### config.mk
export PLATFORM = sky130hd
export DESIGN_NAME = seq_multiplier
export DESIGN_NICKNAME = d
export VERILOG_FILES = /design/src/rtl/seq_multiplier.sv
export SDC_FILE = /design/constraint.sdc
export NUM_CORES = 1
export LEC_CHECK = 0
export CAP_MARGIN = 15
export CORE_ASPECT_RATIO = 0.6
export CORE_MARGIN = 1.5
export CORE_UTILIZATION = 50
export CTS_CLUSTER_DIAMETER = 60
export DETAILED_ROUTE_END_ITERATION = 10
export GPL_TIMING_DRIVEN = 1
export PLACE_DENSITY = 0.72
export SYNTH_ARGS = -nofsm -noshare
export SYNTH_HDL_FRONTEND = slang
export SYNTH_SLANG_ARGS = --single-unit
### constraint.sdc
create_clock -name clk -period 7.8 [get_ports clk]
set_input_delay 0.78 -clock clk [delete_from_list [all_inputs] [get_ports clk]]
set_output_delay 0.78 -clock clk [all_outputs]
set_load 0.01 [all_outputs]
### src/rtl/seq_multiplier.sv
// Iterative shift-add multiplier: one partial-product add per clock, with a
// start/busy/done handshake and a 2*WIDTH-bit hi/lo product.
module seq_multiplier #(
    parameter int WIDTH = 32
) (
    input  logic             clk,
    input  logic             reset,
    input  logic             start,
    input  logic             is_signed,
    input  logic [WIDTH-1:0] a,
    input  logic [WIDTH-1:0] b,
    output logic             busy,
    output logic             done,
    output logic [WIDTH-1:0] hi,
    output logic [WIDTH-1:0] lo
);

    localparam int CW = (WIDTH > 2) ? $clog2(WIDTH) : 1;

    typedef enum logic [1:0] {IDLE, RUN, SIGN} state_t;

    state_t             state;
    logic [WIDTH-1:0]   mag_a;
    logic [WIDTH-1:0]   acc_hi;
    logic [WIDTH-1:0]   acc_lo;
    logic               neg;
    logic [CW-1:0]      count;

    logic [WIDTH-1:0]   abs_a;
    logic [WIDTH-1:0]   abs_b;
    logic [WIDTH:0]     sum;
    logic [2*WIDTH-1:0] product;
    logic [2*WIDTH-1:0] signed_product;

    // Negating the most negative value wraps back to 2^(WIDTH-1), which is
    // exactly the unsigned magnitude we want.
    assign abs_a = (is_signed && a[WIDTH-1]) ? -a : a;
    assign abs_b = (is_signed && b[WIDTH-1]) ? -b : b;

    // acc_lo doubles as the multiplier shift register; its LSB gates the add.
    assign sum            = {1'b0, acc_hi} + (acc_lo[0] ? {1'b0, mag_a} : '0);
    assign product        = {acc_hi, acc_lo};
    assign signed_product = neg ? -product : product;

    always_ff @(posedge clk or posedge reset) begin
        if (reset) begin
            state  <= IDLE;
            busy   <= 1'b0;
            done   <= 1'b0;
            hi     <= '0;
            lo     <= '0;
            mag_a  <= '0;
            acc_hi <= '0;
            acc_lo <= '0;
            neg    <= 1'b0;
            count  <= '0;
        end else begin
            case (state)
                IDLE: begin
                    done <= 1'b0;
                    busy <= 1'b0;
                    if (start) begin
                        mag_a  <= abs_a;
                        acc_lo <= abs_b;
                        acc_hi <= '0;
                        neg    <= is_signed & (a[WIDTH-1] ^ b[WIDTH-1]);
                        count  <= '0;
                        busy   <= 1'b1;
                        state  <= RUN;
                    end
                end
                RUN: begin
                    acc_hi <= sum[WIDTH:1];
                    acc_lo <= {sum[0], acc_lo[WIDTH-1:1]};
                    count  <= count + CW'(1);
                    if (count == CW'(WIDTH - 1)) begin
                        state <= SIGN;
                    end
                end
                SIGN: begin
                    hi    <= signed_product[2*WIDTH-1:WIDTH];
                    lo    <= signed_product[WIDTH-1:0];
                    done  <= 1'b1;
                    busy  <= 1'b0;
                    state <= IDLE;
                end
                default: begin
                    state <= IDLE;
                    busy  <= 1'b0;
                    done  <= 1'b0;
                end
            endcase
        end
    end

endmodule

==> results of run 1 <==
-- layer usage --
| metal | wire, µm | up-vias | track usage [%] |
|---|---|---|---|
| li1 | - | 4996 | - |
| met1 | 18000 | 5002 | 50.9 |
| met2 | 11900 | 484 | 34.4 |
| met3 | 3850 | 20 | 9.27 |
| met4 | 276 | 0 | 4.96 |
| met5 | 0 | - | 0 |
-- synth_stat cells, drive strengths merged, types with 3 or more instances --
cell type / number / area, µm²
a211oi: 9 / 67.6
a31oi: 10 / 62.6
nor2: 62 / 235
a21oi: 66 / 330
o311ai: 5 / 43.8
nand2: 181 / 679
o22ai: 16 / 100
a21o: 5 / 37.5
or3: 20 / 125
nor4: 23 / 205
nor3: 22 / 126
o2111ai: 4 / 35.0
a22oi: 22 / 165
nand2b: 7 / 43.8
o211ai: 9 / 67.6
xor2: 84 / 736
or4: 17 / 139
or2: 10 / 62.6
clkbuf: 73 / 274
a221o: 5 / 50.1
nand4: 15 / 115
a32oi: 3 / 26.3
xnor2: 48 / 420
a32o: 5 / 50.1
nor3b: 3 / 22.5
nand3: 19 / 95.1
o21a: 6 / 45.0
o41ai: 23 / 239
buf: 6 / 40.0
dfrtp: 170 / 4250
mux2i: 6 / 60.1
and3: 12 / 75.1
o31a: 3 / 26.3
inv: 29 / 109
and2: 33 / 206
ha: 37 / 463
o31ai: 32 / 260
o21ai: 182 / 911
o21bai: 5 / 37.5
-- flip-flops by register name (all words and copies together), names as in the netlist --
| signal | flops |
|---|---|
| acc_hi | 32 |
| acc_lo | 32 |
| hi | 32 |
| lo | 32 |
| mag_a | 32 |
| count | 5 |
| state | 2 |
| busy | 1 |
| done | 1 |
| neg | 1 |
-- cells in the final DEF (no fill, tap or decap), types with 20 or more instances in the layout --
cell               n
nor3_1            20
o21ai_0          167
xnor2_1           48
inv_1             28
nand2_1          179
dfrtp_1          169
o31ai_1           28
clkdlybuf4s50_1  133
a21oi_1           66
xor2_1            84
nor2_1            60
and2_1            32
ha_1              37
or3_1             20
a22oi_1           22
-- area by class of cell --
class                           count  area, µm²  share of cell area, %
Timing Repair Buffer              140       1380                   10.3
Sequential cell                   170       4260                   31.6
Tap cell                          308        385                   2.86
Clock inverter                     15        201                   1.50
Inverter                           29        114                  0.845
Multi-Input combinational cell   1042       6700                   49.8
Clock buffer                       17        425                   3.16
-- power by group through the flow --
stage               Clock (W)  Sequential [W]  Combinational (W)
finish               0.000905         0.00171            0.00230
global route         0.000951         0.00175            0.00255
CTS                  0.000913         0.00168            0.00225
detailed placement          0         0.00170            0.00224
global placement            0         0.00168            0.00222
floorplan                   0         0.00140            0.00179
-- worst max-delay path: cells and delay by family (launching register included) --
kind	cells	cell delay, ns
AND/OR/NAND/NOR	2	0.42
adder cells (fa/ha/maj)	1	0.29
flip-flops	1	0.99
AO/OA/AOI/OAI	5	1.91
-- through the flow --
step / utilization [%] / hold WS, ns
floorplan: - / 0.438
detailed placement: 57.9 / 0.463
finish: 60.7 / 0.476
global route: 60.7 / 0.486
global placement: 57.9 / 0.456
CTS: 60.7 / 0.479
-- logic make-up after synthesis --
| kind of cell | Yosys count | synth area share, % |
|---|---|---|
| mux | 6 | 0.529 |
| xor+xnor | 132 | 10.2 |
| compound gates | 431 | 24.2 |
| flops | 170 | 37.5 |
| simple gates | 435 | 19.7 |
| buf+inv | 108 | 3.73 |
| fa+ha+maj | 38 | 4.25 |
-- worst max path at each step --
stage / slack (ns) / depth (start not counted) / endpoint / startpoint
3_3_place_gp: 4.19 / 10 / acc_hi[19] / acc_lo[0]
2_1_floorplan: 2.42 / 1 / acc_hi[0] / reset
6_report: 4.08 / 8 / acc_hi[19] / acc_lo[0]
5_1_grt: 3.82 / 8 / acc_hi[19] / acc_lo[0]
4_1_cts: 4.10 / 8 / acc_hi[19] / acc_lo[0]
3_5_place_dp: 4.09 / 8 / acc_hi[19] / acc_lo[0]
==> results_dict.tcl, run 1 <==
set metrics [dict create \
    outcome "finished, final reports clean" \
    min_to "mag_a[4]" \
    cp-start-kind "register" \
    drc 0 \
    fin_ws_ns 4.08 \
    period_share_pct 47.7 \
    post_cts_resized 0 \
    grt_use_total_pct 29.7 \
    start_util_pct 51.2 \
    place_hpwl_um 26000 \
    drv_slew 0 \
    fin_area_um2 13500 \
    crit_fanout 36 \
    ys_async_sr_fraction_pct 100 \
    h-tree-depth 4 \
    r2r_end "acc_hi[19]" \
    hold_start "mag_a[4]" \
    grt_pass1_vias 9174 \
    die-area_um2 23600 \
    max_slew.worst_pin.slew_ns 1.19 \
    drtIter0Drc 963 \
    cp_data_arrival_time_ns 4.05 \
    avgViaCountPerCell 6.10 \
    antenna_left 0 \
    place.gp.congestion 0.941 \
    grt_start_max_net_pins 100 \
    place_area_um2 12800 \
    ir_drop_mv 0.210 \
    drtPass1Iterations 5 \
    dieHeight_um 120 \
    cts-root-buf "clkbuf_16" \
    min_path_type "register to register" \
    cts.path.max_buffers 2 \
    nNetsFinal 1506 \
    p_sw_w 0.00230 \
    core_um2 22200 \
    crit_slowest_cell "dfrtp_1" \
    synth_cell_type_count 76 \
    syn_area_um2 11400 \
    clkTransAtPathRegs_ns 0.07 \
    overflow 0 \
    cts_buffers 17 \
    wl_um 34100 \
    setup_viol 0 \
    power_density_nw_per_um2 365 \
    hold_buffers 0 \
    hold_viol_final 0 \
    crit_type "register to register" \
    place_inst 1689 \
    synth_edf_count 0 \
    intPower_w 0.00262 \
    synth.ff_latch_count 170 \
    n_fill_cell 1993 \
    synthCells 1320 \
    crit_chain "and2_1 > ha_1 > nor2b_1 > o31a_1 > o311ai_1 > a21boi_0 > a21o_1 > a221o_1" \
    avgSynthCellArea_um2 8.60 \
    r2r_slack_ns 4.08 \
    clock.fmax_ghz 0.268 \
    clkPwrFrac_pct 18.4 \
    dieWidth_um 198 \
    finalCriticalPeriod_ns 3.72 \
    slowest_delay_ns 0.99 \
    cts_tree "built" \
    rows 42 \
    worst_hold_path.num_cells 2 \
    relSlewSlack_pct 20.8 \
    io_pins 134 \
    syn_nets 1426 \
    finalPower_w 0.00492 \
    power_leakage_nw 5.43 \
    required_ns 8.13 \
    clock_skew_ns 0.0108 \
    stdcell_count 1721 \
    cts_num_sinks 170 \
    clock_latency_ns 0.44 \
    p_sw_share_pct 46.7 \
    reg2reg_from "acc_lo[0]" \
    antenna_found_initial 0 \
    r2r_cells 8 \
    grt_pass1_wl_um 53900 \
    postCtsSetupBuffers 0 \
    p_seq_share_pct 34.8 \
    wire_per_inst_um 19.8 \
    dp_slack_ns 4.09 \
    rsz0062_at_grt "no" \
    yosysWarnings 0 \
    ys.flop_type "dfrtp_1" \
    p_comb_share_pct 46.8 \
    cap_violations 0 \
    ys_seq_area_share_pct 37.5 \
    drive_above_1_share_pct 5.73 \
    diodes 0 \
    fin_tns_setup_ns 0 \
    critPathCaptureType "register" \
    vias 10500 \
    port_buffers 133 \
    area_delta_synth_final_pct 18.6 \
]
(Power assumes the default switching activity.)
==> inputs of run 2 (changes only) <==
Clock period 7.8 ns to 3.9 ns, I/O delays scaled along.
==> run 2 against run 1 <==
- cell count increased by 0.70%
- clock power increased by 98%
- combinational power increased by 110%
- setup slack got worse by 3.7 ns
- critical path depth increased by 3
- register-to-register slack got worse by 3.7 ns
- hold slack got worse by 0.017 ns
- fmax increased by 6.0%
- sequential cell count unchanged
- global-route usage increased by 1.1 points
- sequential power increased by 95%
- critical endpoint unchanged
==> results_dict.tcl, run 2 (synthesis results as in run 1) <==
set metrics [dict create \
    setup_viol 0 \
    nNetsFinal 1519 \
    finalPower_w 0.0100 \
    rsz0062_at_grt "no" \
    fin_tns_setup_ns 0 \
    dieWidth_um 198 \
    wl_um 35700 \
    crit_type "register to register" \
    clkTransAtPathRegs_ns 0.07 \
    post-route-util_pct 61.4 \
    cts_tree "built" \
    n_fill_cell 1967 \
    io_pins 134 \
    relSlewSlack_pct 37.5 \
    crit_slowest_cell "dfrtp_1" \
    intPower_w 0.00531 \
    place_area_um2 13000 \
    place_hpwl_um 27300 \
    drv_slew 0 \
    cts.path.max_buffers 2 \
    p_sw_w 0.00470 \
    antenna_left 0 \
    dieHeight_um 120 \
    core_um2 22200 \
    port_buffers 133 \
    p_sw_share_pct 46.9 \
    grt_use_total_pct 30.7 \
    drtPass1Iterations 5 \
    max_slew.worst_pin.slew_ns 0.937 \
    cap_violations 0 \
    avgViaCountPerCell 6.10 \
    min_path_type "primary input to async pin" \
    cp_data_arrival_time_ns 3.86 \
    power_leakage_nw 5.51 \
    power_density_nw_per_um2 735 \
    clock_latency_ns 0.46 \
    h-tree-depth 4 \
    clock.fmax_ghz 0.285 \
    p_seq_share_pct 33.3 \
    drive_above_1_share_pct 6.53 \
    drtIter0Drc 1038 \
    area_delta_synth_final_pct 19.9 \
    period_share_pct 90.1 \
    grt_pass1_wl_um 55300 \
    place.gp.congestion 0.946 \
    overflow 0 \
    postCtsSetupBuffers 0 \
    final_cell_mix "nand2_1, dfrtp_1, o21ai_0, clkdlybuf4s50_1, xor2_1" \
    grt_pass1_vias 9540 \
    grt_start_max_net_pins 90 \
    start_util_pct 51.2 \
    crit_chain "and2_1 > ha_1 > inv_1 > fa_1 > nor2b_1 > o31a_1 > o311ai_1 > buf_4 > a21boi_0 > a211oi_1 > a221o_1" \
    crit_fanout 36 \
    mostFrequentLayoutCell "nand2_1" \
    p_comb_share_pct 48.8 \
    antenna_found_initial 1 \
    finalCriticalPeriod_ns 3.51 \
    place_inst 1701 \
    clock_skew_ns 0.0122 \
    drc 0 \
    fin_area_um2 13600 \
    cp-start-kind "register" \
    critPathCaptureType "register" \
    cts_num_sinks 170 \
    stdcell_count 1733 \
    wire_per_inst_um 20.6 \
    slowest_delay_ns 0.96 \
    cts-root-buf "clkbuf_16" \
    ir_drop_mv 0.470 \
    hold_buffers 0 \
    cts_buffers 17 \
    diodes 0 \
    hold_viol_final 0 \
    outcome "finished, final reports clean" \
    vias 10600 \
    die-area_um2 23600 \
    post_cts_resized 0 \
    clkPwrFrac_pct 17.9 \
    rows 42 \
    required_ns 4.24 \
    r2r_slack_ns 0.39 \
]
-- run 2: worst paths after layout --
kind / start / to / depth (start not counted)
max in group asynchronous: reset / hi[10] / 3
max: acc_lo[0] / acc_hi[19] / 11
max reg2reg: acc_lo[0] / acc_hi[19] / 11
min in group clk: mag_a[9] / mag_a[9] / 2
min reg2reg: mag_a[9] / mag_a[9] / 2
min: reset / lo[23] / 2
-- run 2: per-layer routing --
metal | up-vias | global-route usage [%] | part of all wire [%]
met2 | 510 | 36.2 | 35
met1 | 5000 | 50.6 | 51
li1 | 5020 | - | -
met5 | - | 2.61 | 0.22
met4 | 2 | 6.58 | 1.0
met3 | 35 | 10.9 | 13
-- run 2: area by class of cell --
type	instances	area, µm²	share of cell area [%]
Tap cell	308	385	2.83
Inverter	29	113	0.827
Timing Repair Buffer	153	1540	11.3
Clock buffer	19	453	3.33
Multi-Input combinational cell	1042	6700	49.3
Sequential cell	170	4260	31.3
Clock inverter	12	158	1.16
-- run 2: critical path, delay by kind of cell, from the launching register on --
kind / cells / cell delay (ns)
AO/OA/AOI/OAI: 5 / 1.19
buffers and inverters: 2 / 0.24
AND/OR/NAND/NOR: 2 / 0.40
flip-flops: 1 / 0.96
adder cells (fa/ha/maj): 2 / 0.61
-- run 2: power groups by stage --
stage	clock [W]	sequential [W]	combinational, W
CTS	0.00181	0.00332	0.00469
finish	0.00179	0.00333	0.00489
floorplan	0	0.00281	0.00358
detailed placement	0	0.00335	0.00466
global placement	0	0.00333	0.00461
global route	0.00189	0.00338	0.00536
-- run 2: stage by stage --
stage                     worst slack, ns  hold slack (ns)
after global placement              0.559            0.456
after CTS                           0.417            0.479
after floorplan                     0.982            0.438
after detailed placement            0.440            0.464
final                               0.385            0.459
after global routing               0.0562            0.511
==> inputs of run 3 (changes only) <==
Settings changed: SETUP_SLACK_MARGIN set to 0.4.
==> run 3 against run 2 <==
- total power about the same
- core utilization hardly changed
- first-iteration DRC count decreased by 4.4%
- critical path depth is 3 lower
- design area hardly changed
- clock-buffer cell count stayed put
- largest power group unchanged
- routed wire length fell by 0.18%
- combinational power barely moved
- fmax up 9.3%
==> results_dict.tcl, run 3 (synthesis results as in run 1) <==
set metrics [dict create \
    m1WireLength_um 18000 \
    hold_viol_final 0 \
    outcome "finished, final reports clean" \
    antenna_left 0 \
    cts-root-buf "clkbuf_16" \
    max_slew.worst_pin.slew_ns 0.919 \
    relSlewSlack_pct 38.6 \
    cp_data_arrival_time_ns 3.56 \
    required_ns 4.24 \
    cp-start-kind "register" \
    highest_layer "met5" \
    wire_per_inst_um 20.6 \
    dieHeight_um 120 \
    period_share_pct 82.4 \
    clkTransAtPathRegs_ns 0.08 \
    clock.fmax_ghz 0.311 \
    core_um2 22200 \
    grt_pass1_vias 9540 \
    die-area_um2 23600 \
    crit_slowest_cell "dfrtp_4" \
    overflow 0 \
    slowest_delay_ns 0.62 \
    cts.path.max_buffers 2 \
    stdcell_count 1733 \
    port_buffers 133 \
    mostFrequentLayoutCell "nand2_1" \
    wl_met2_um 12500 \
    cts_tree "built" \
    drive_above_1_share_pct 6.60 \
    crit_type "register to register" \
    grt_start_max_net_pins 90 \
    wl_um 35700 \
    grt_use_total_pct 30.7 \
    cts_buffers 17 \
    drtPass1Iterations 6 \
    crit_fanout 36 \
    clock_skew_ns 0.0128 \
    critPathCaptureType "register" \
    power_density_nw_per_um2 735 \
    setup_viol 0 \
    ir_drop_mv 0.465 \
    place_hpwl_um 27300 \
    grt_pass1_wl_um 55300 \
    cap_violations 0 \
    crit_chain "and2_1 > ha_1 > nand4_1 > or3_1 > a211o_1 > a211oi_1 > mux2i_1 > a221o_1" \
    rsz0062_at_grt "no" \
    place_inst 1701 \
    diodes 0 \
    cts_num_sinks 170 \
    rows 42 \
    finalCriticalPeriod_ns 3.22 \
    h-tree-depth 4 \
    nNetsFinal 1519 \
    clock_latency_ns 0.46 \
    drc 0 \
    io_pins 134 \
    fin_tns_setup_ns 0 \
    area_delta_synth_final_pct 19.9 \
    postCtsSetupBuffers 0 \
    min_path_type "primary input to async pin" \
    start_util_pct 51.2 \
    antenna_found_initial 1 \
    avgViaCountPerCell 6.12 \
    drtIter0Drc 992 \
    drv_slew 0 \
    vias 10600 \
    place.gp.congestion 0.946 \
    final_cell_mix "nand2_1, dfrtp_1, o21ai_0, clkdlybuf4s50_1, xor2_1" \
    power_leakage_nw 5.51 \
    dieWidth_um 198 \
    wl_met3_um 4730 \
]
==> run 3: cell counts in the layout (fill, tap and decap cells not counted) <==
Identical to the previous run, type by type.
==> run 3: power breakdown <==
part           switching (W)  total (W)  internal (W)
sequential          0.000994    0.00333       0.00234
combinational        0.00290    0.00488       0.00198
clock               0.000794    0.00179      0.000995
==> run 3: metrics by stage <==
stage          total power [W]  hold WS [ns]  setup WS [ns]  cell area [µm²]  util [%]
6_report                0.0100         0.464          0.684            13600      61.4
5_1_grt                 0.0106         0.511          0.522            13600      61.4
4_1_cts                0.00982         0.479          0.417            13600      61.3
3_5_place_dp           0.00801         0.464          0.440            13000      58.5
3_3_place_gp           0.00793         0.456          0.559            13000      58.5
2_1_floorplan          0.00639         0.438          0.982            11400         -
==> run 3: final timing paths <==
| path | start | to | slack, ns | cells after the start |
|---|---|---|---|---|
| setup / recovery | acc_lo[0] | acc_hi[30] | 0.68 | 8 |
| hold / removal | reset | lo[2] | 0.46 | 2 |
| setup reg to reg | acc_lo[0] | acc_hi[30] | 0.68 | 8 |
| hold reg to reg | mag_a[9] | mag_a[9] | 0.48 | 2 |
| max in group asynchronous | reset | hi[13] | 2.56 | 3 |
| min in group clk | mag_a[9] | mag_a[9] | 0.48 | 2 |
==> run 3: layer usage <==
metal,GRT usage (%),vias up
met5,2.61,-
met1,50.6,4994
met2,36.2,560
met3,10.9,40
li1,-,5012
met4,6.58,2
==> run 3: final cells by class <==
cell class	instances	area [µm²]
clock buffer	19	453
clock inverter	12	158
fill	1965	8560
inverter	29	113
multi-input combinational	1042	6700
sequential	170	4260
tap	308	385
timing repair buffer	153	1540
==> run 3: what timing repair did <==
action                                  in CTS  in global routing
resized for setup                            0                  2
endpoints found under the setup margin       0                 14
hold buffers                                 0                  0
==> run 3: worst max-delay path, delay by kind of cell (launching register included) <==
family,cells,cell delay [ns]
AO/OA/AOI/OAI,3,1.12
flip-flops,1,0.62
multiplexers,1,0.15
AND/OR/NAND/NOR,3,0.78
adder cells (fa/ha/maj),1,0.43
==> RTL change 1 (flow settings as in run 2) <==
The 3 states of `state_t` get a one-hot encoding in 3 bits.
--- a/src/rtl/seq_multiplier.sv
+++ b/src/rtl/seq_multiplier.sv
@@ -17,7 +17,7 @@
 
     localparam int CW = (WIDTH > 2) ? $clog2(WIDTH) : 1;
 
-    typedef enum logic [1:0] {IDLE, RUN, SIGN} state_t;
+    typedef enum logic [2:0] {IDLE = 3'b001, RUN = 3'b010, SIGN = 3'b100} state_t;
 
     state_t             state;
     logic [WIDTH-1:0]   mag_a;
Check against the original RTL: same outputs for any inputs over 10 cycles, from zero or initial values and one cycle with reset high; not proved beyond that.
==> RTL change 1 against run 2 <==
The flow now finishes with violations (DRC); sequential cell count rose by 1; routed wire length fell by 14%; utilization rose by 0.27 points; setup slack got worse by 100 ps; cell area fell by 4.0%; area after synthesis fell by 4.1%; global-route usage fell by 3.0 points; power fell by 13%; synthesized cell count fell by 4.2%; sequential power fell by 6.3%; maximum frequency fell by 2.8%; worst hold slack got worse by 4.5 ps; non-clock buffer count fell by 4; critical endpoint is now acc_hi[28].
==> RTL change 1: results <==
metrics = {
    "clock_tree": {
        "htreeDepth": 4,
        "clkTransAtPathRegs_ps": 70,
        "cts_resized": 0,
        "cts_inserted_buffers": 17,
        "cts_max_path_buffers": 2,
        "clock_latency_ps": 440,
        "clock_tree.root_cell": "clkbuf_16",
        "cts_setup_buffers": 0,
    },
    "drt": {
        "drt_wl_total_mm": 30.8,
        "drc_errors": 24,
        "drt-initial-drc-count": 1056,
        "vias": 9719,
        "wl_per_cell_um": 18.6,
        "first_pass_iters": 8,
    },
    "yosys": {
        "ys_top_cells_by_count": "197 x o21ai_0, 196 x nand2_1, 170 x dfrtp_1, 94 x xor2_1, 63 x nor2_1",
        "yosysUniqueCellTypes": 68,
        "netlist_instances": 1264,
        "yosysWarnings": 0,
        "synth_flop_cell": "dfrtp_1",
        "ys_seq_area_share_pct": 39.3,
        "synthArstFlopShare_pct": 100,
        "synthTopCellsByArea": "dfrtp_1 39%, o21ai_0 9.1%, xor2_1 7.6%",
        "syn_nets": 1370,
    },
    "global_route": {
        "grt_max_degree": 172,
        "grt_use_total_pct": 27.8,
        "antenna_found_initial": 0,
        "grt_pass1_vias": 8600,
        "grt_first_pass_wirelength_mm": 48.6,
    },
    "placement": {
        "gp_congestion": 0.980,
        "io_buffers": 133,
        "dp_cells": 1625,
        "place_area_um2": 12500,
        "dpl_worst_slack_ps": 337,
        "dp_hpwl_mm": 23.3,
    },
    "timing": {
        "hold-worst-slack_ps": 454,
        "finClkSkew_ps": 11.7,
        "fin_tns_setup_ps": 0,
        "timing_worst_slew_pin_value_ps": 1060,
        "fin_crit_sh_pct": 92.7,
    },
    "setup_path": {
        "crit_fanout": 35,
        "reg2reg_from": "acc_lo[0]",
        "crit_end": "acc_hi[28]",
        "timing.rr.end": "acc_hi[28]",
        "worst_ep_arrival_time_ps": 3990,
        "rrSetupSlack_ps": 280,
        "worst_setup_path_start_kind": "register",
        "r2r_cells": 9,
    },
    "power_and_ir_drop": {
        "p_leak_nw": 5.49,
        "peakVddDrop_v": 0.000357,
    },
    "layout": {
        "nNetsFinal": 1471,
        "fillers": 1863,
        "drive_above_1_share_pct": 5.15,
    },
    "hold_path": {
        "hold_path_class": "input pin to async pin",
    },
    "outcome": {
        "violations": "DRC",
        "status": "complete, but fails checks",
    },
}
==> RTL change 1: cell count changes in the layout (fill, tap and decap cells not counted), sizes merged, moves of 9 or more <==
cell	change
o21ai	+22
nor4	-13
and3	-10
xor2	+10
nand2	+15
inv	-9
o22ai	-14
a22o	+10
==> RTL change 1: cells by family after synthesis <==
kind of cell    after synthesis  synth area share, %
simple gates                424                 19.3
compound gates              398                 22.0
flops                       171                 39.3
xor+xnor                    137                 11.0
buf+inv                      86                 2.98
fa+ha+maj                    38                 4.44
mux                          10                0.931
==> RTL change 1: critical path: stages (launching register included) <==
cell and delay (ps):
dfrtp_1 720, and2_1 350, ha_1 340, o211ai_1 140, o211ai_1 350, a31oi_1 240, o41ai_1 570, a21oi_1 230
or4_1 500, nand3_1 90
==> RTL change 1: routing by layer <==
| layer | global-route usage, % | wire (µm) |
|---|---|---|
| met1 | 46.8 | 16800 |
| met5 | 0 | 0 |
| met3 | 8.31 | 2850 |
| met2 | 32.7 | 10900 |
| met4 | 5.20 | 195 |
==> RTL change 1: where the power goes <==
part           leakage (nW)  switching [mW]  internal, mW
Clock                 0.268           0.794         0.862
Sequential             2.12           0.845          2.27
Combinational          3.10            2.41          1.55
==> RTL change 1: final cells by class <==
type	instances	area [µm²]	share of cell area [%]
Antenna cell	1	2.50	0.0192
Tap cell	279	349	2.67
Multi-Input combinational cell	1007	6310	48.3
Timing Repair Buffer	149	1480	11.3
Clock buffer	19	443	3.39
Inverter	19	75.1	0.575
Clock inverter	13	129	0.987
Sequential cell	171	4280	32.8
==> RTL change 2 (config.mk and constraints of run 2) <==
Made on the original files. The parameter `WIDTH` goes from 32 to 64.
--- a/src/rtl/seq_multiplier.sv
+++ b/src/rtl/seq_multiplier.sv
@@ -1,7 +1,7 @@
 // Iterative shift-add multiplier: one partial-product add per clock, with a
 // start/busy/done handshake and a 2*WIDTH-bit hi/lo product.
 module seq_multiplier #(
-    parameter int WIDTH = 32
+    parameter int WIDTH = 64
 ) (
     input  logic             clk,
     input  logic             reset,
Interface: changed (resized a, b, hi and lo); port bits go from 134 to 262. The function was not compared with the original's and may differ.
==> RTL change 2 against run 2 <==
The flow now finishes with violations (setup timing); routed wire length increased by 130%; area after synthesis increased by 90%; largest cell class unchanged; utilization increased by 5.6 points; power increased by 88%; final cell count increased by 110%; cell area increased by 110%; clock power increased by 110%; critical path depth increased by 4; worst hold slack got worse by 78 ps; count of clock-buffer cells in the layout increased by 26; synthesized cell count increased by 95%; sequential cell count increased by 161; via count increased by 110%; setup slack got worse by 480 ps.
==> RTL change 2: results <==
metrics = {
    "timing": {
        "worst_slack_ps": -98.6,
        "setup_violations": 5,
        "timing_worst_slew_pin_value_ps": 852,
        "fin_tns_setup_ps": -211,
        "finClkSkew_ps": 24.1,
    },
    "yosys": {
        "yosysUniqueCellTypes": 67,
        "yosys_register_bits": 331,
        "ys_top_cells_by_count": "392 x o21ai_0, 386 x nand2_1, 331 x dfrtp_1, 205 x xor2_1, 143 x clkbuf_1",
        "syn_nets": 2772,
        "synth-xor-area-share_pct": 12.3,
        "netlist_instances": 2571,
        "synth-compound-area-share_pct": 22.7,
        "ys_seq_area_share_pct": 38.4,
        "synthTopCellsByArea": "dfrtp_1 38%, o21ai_0 9.1%, xor2_1 8.3%",
        "synth_mux_area_share_pct": 0.139,
        "synthAdderAreaFrac_pct": 4.04,
    },
    "global_route": {
        "grt_pass1_vias": 20289,
        "grt_first_pass_wirelength_mm": 123,
        "grt_use_total_pct": 35.7,
        "antenna_found_initial": 6,
    },
    "placement": {
        "place_area_um2": 26400,
        "dp_cells": 3504,
        "gp_congestion": 0.996,
        "dpl_worst_slack_ps": -141,
    },
    "drt": {
        "drt_wl_total_mm": 81.4,
        "vias": 21930,
        "drt-initial-drc-count": 2601,
    },
    "layout": {
        "sh_seq_area_pct": 29.3,
        "fillers": 3501,
        "num-multi-input-gates": 2057,
        "buffers_excl_clock": 524,
        "register_area_um2": 8290,
        "clkbuf_count": 45,
        "multi_input_area_um2": 13200,
        "final-nonclk-buf-share_pct": 16.8,
        "inverters_excl_clock": 32,
        "nNetsFinal": 3184,
    },
    "clock_tree": {
        "cts_inserted_buffers": 37,
        "clock_latency_ps": 560,
        "htreeDepth": 2,
    },
    "outcome": {
        "status": "complete, but fails checks",
        "violations": "setup timing",
    },
    "setup_path": {
        "worst_ep_arrival_time_ps": 4430,
        "cpPeakStageDelay_ps": 440,
        "crit_slowest_cell": "dfrtp_2",
        "crit_fanout": 7,
    },
    "power_and_ir_drop": {
        "p_leak_nw": 11.8,
    },
    "floorplanning": {
        "rows": 58,
    },
}
-- RTL change 2: cell types whose count changed in the layout (fill, tap and decap cells not counted), moves of 23 or more --
cell,delta
buf_4,+227
dfrtp_1,+160
xnor2_1,+50
o31ai_1,+24
a21oi_1,+61
nor2_1,+53
xor2_1,+120
and2_1,+38
nand3_1,+23
nand2_1,+204
o21ai_0,+216
clkdlybuf4s50_1,+128
a22oi_1,+29
-- RTL change 2: layer usage --
| layer | track usage, % | up-vias | share of wire (%) |
|---|---|---|---|
| met4 | 6.72 | 6 | 1.9 |
| met5 | 0 | - | 0.054 |
| met3 | 10.8 | 121 | 12 |
| met1 | 55.4 | 10756 | 47 |
| li1 | - | 10033 | - |
| met2 | 48.2 | 1014 | 40 |
-- RTL change 2: path summary, 6_finish.rpt --
kind / startpoint / to / slack [ps] / cells past startpoint
setup / recovery: acc_lo[0] / acc_hi[53] / -100 / 15
hold / removal: reset / acc_lo[46] / 380 / 3
setup reg to reg: acc_lo[0] / acc_hi[53] / -100 / 15
hold reg to reg: hi[18] / hi[18] / 480 / 2
max in group asynchronous: reset / hi[39] / 2850 / 3
min in group clk: hi[18] / hi[18] / 480 / 2
-- RTL change 2: power breakdown --
| group | internal (mW) | switching, mW |
|---|---|---|
| sequential | 4.37 | 1.25 |
| combinational | 4.09 | 5.37 |
| clock | 2.10 | 1.58 |
-- RTL change 2: what timing repair did --
action,CTS,global route
pin swaps,4,36
setup buffers,0,9
resized for setup,8,101
endpoints found under the setup margin,12,37
cloned,0,1
hold buffers,0,0
-- RTL change 2: worst max-delay path, delay by kind of cell, from the launching register on --
kind                       cells  cell delay, ps
AOI/OAI and AO/OA             10            2480
buffers and inverters          3             470
DFF                            1             440
adders and majority gates      1             290
and+or+nand+nor                1             160
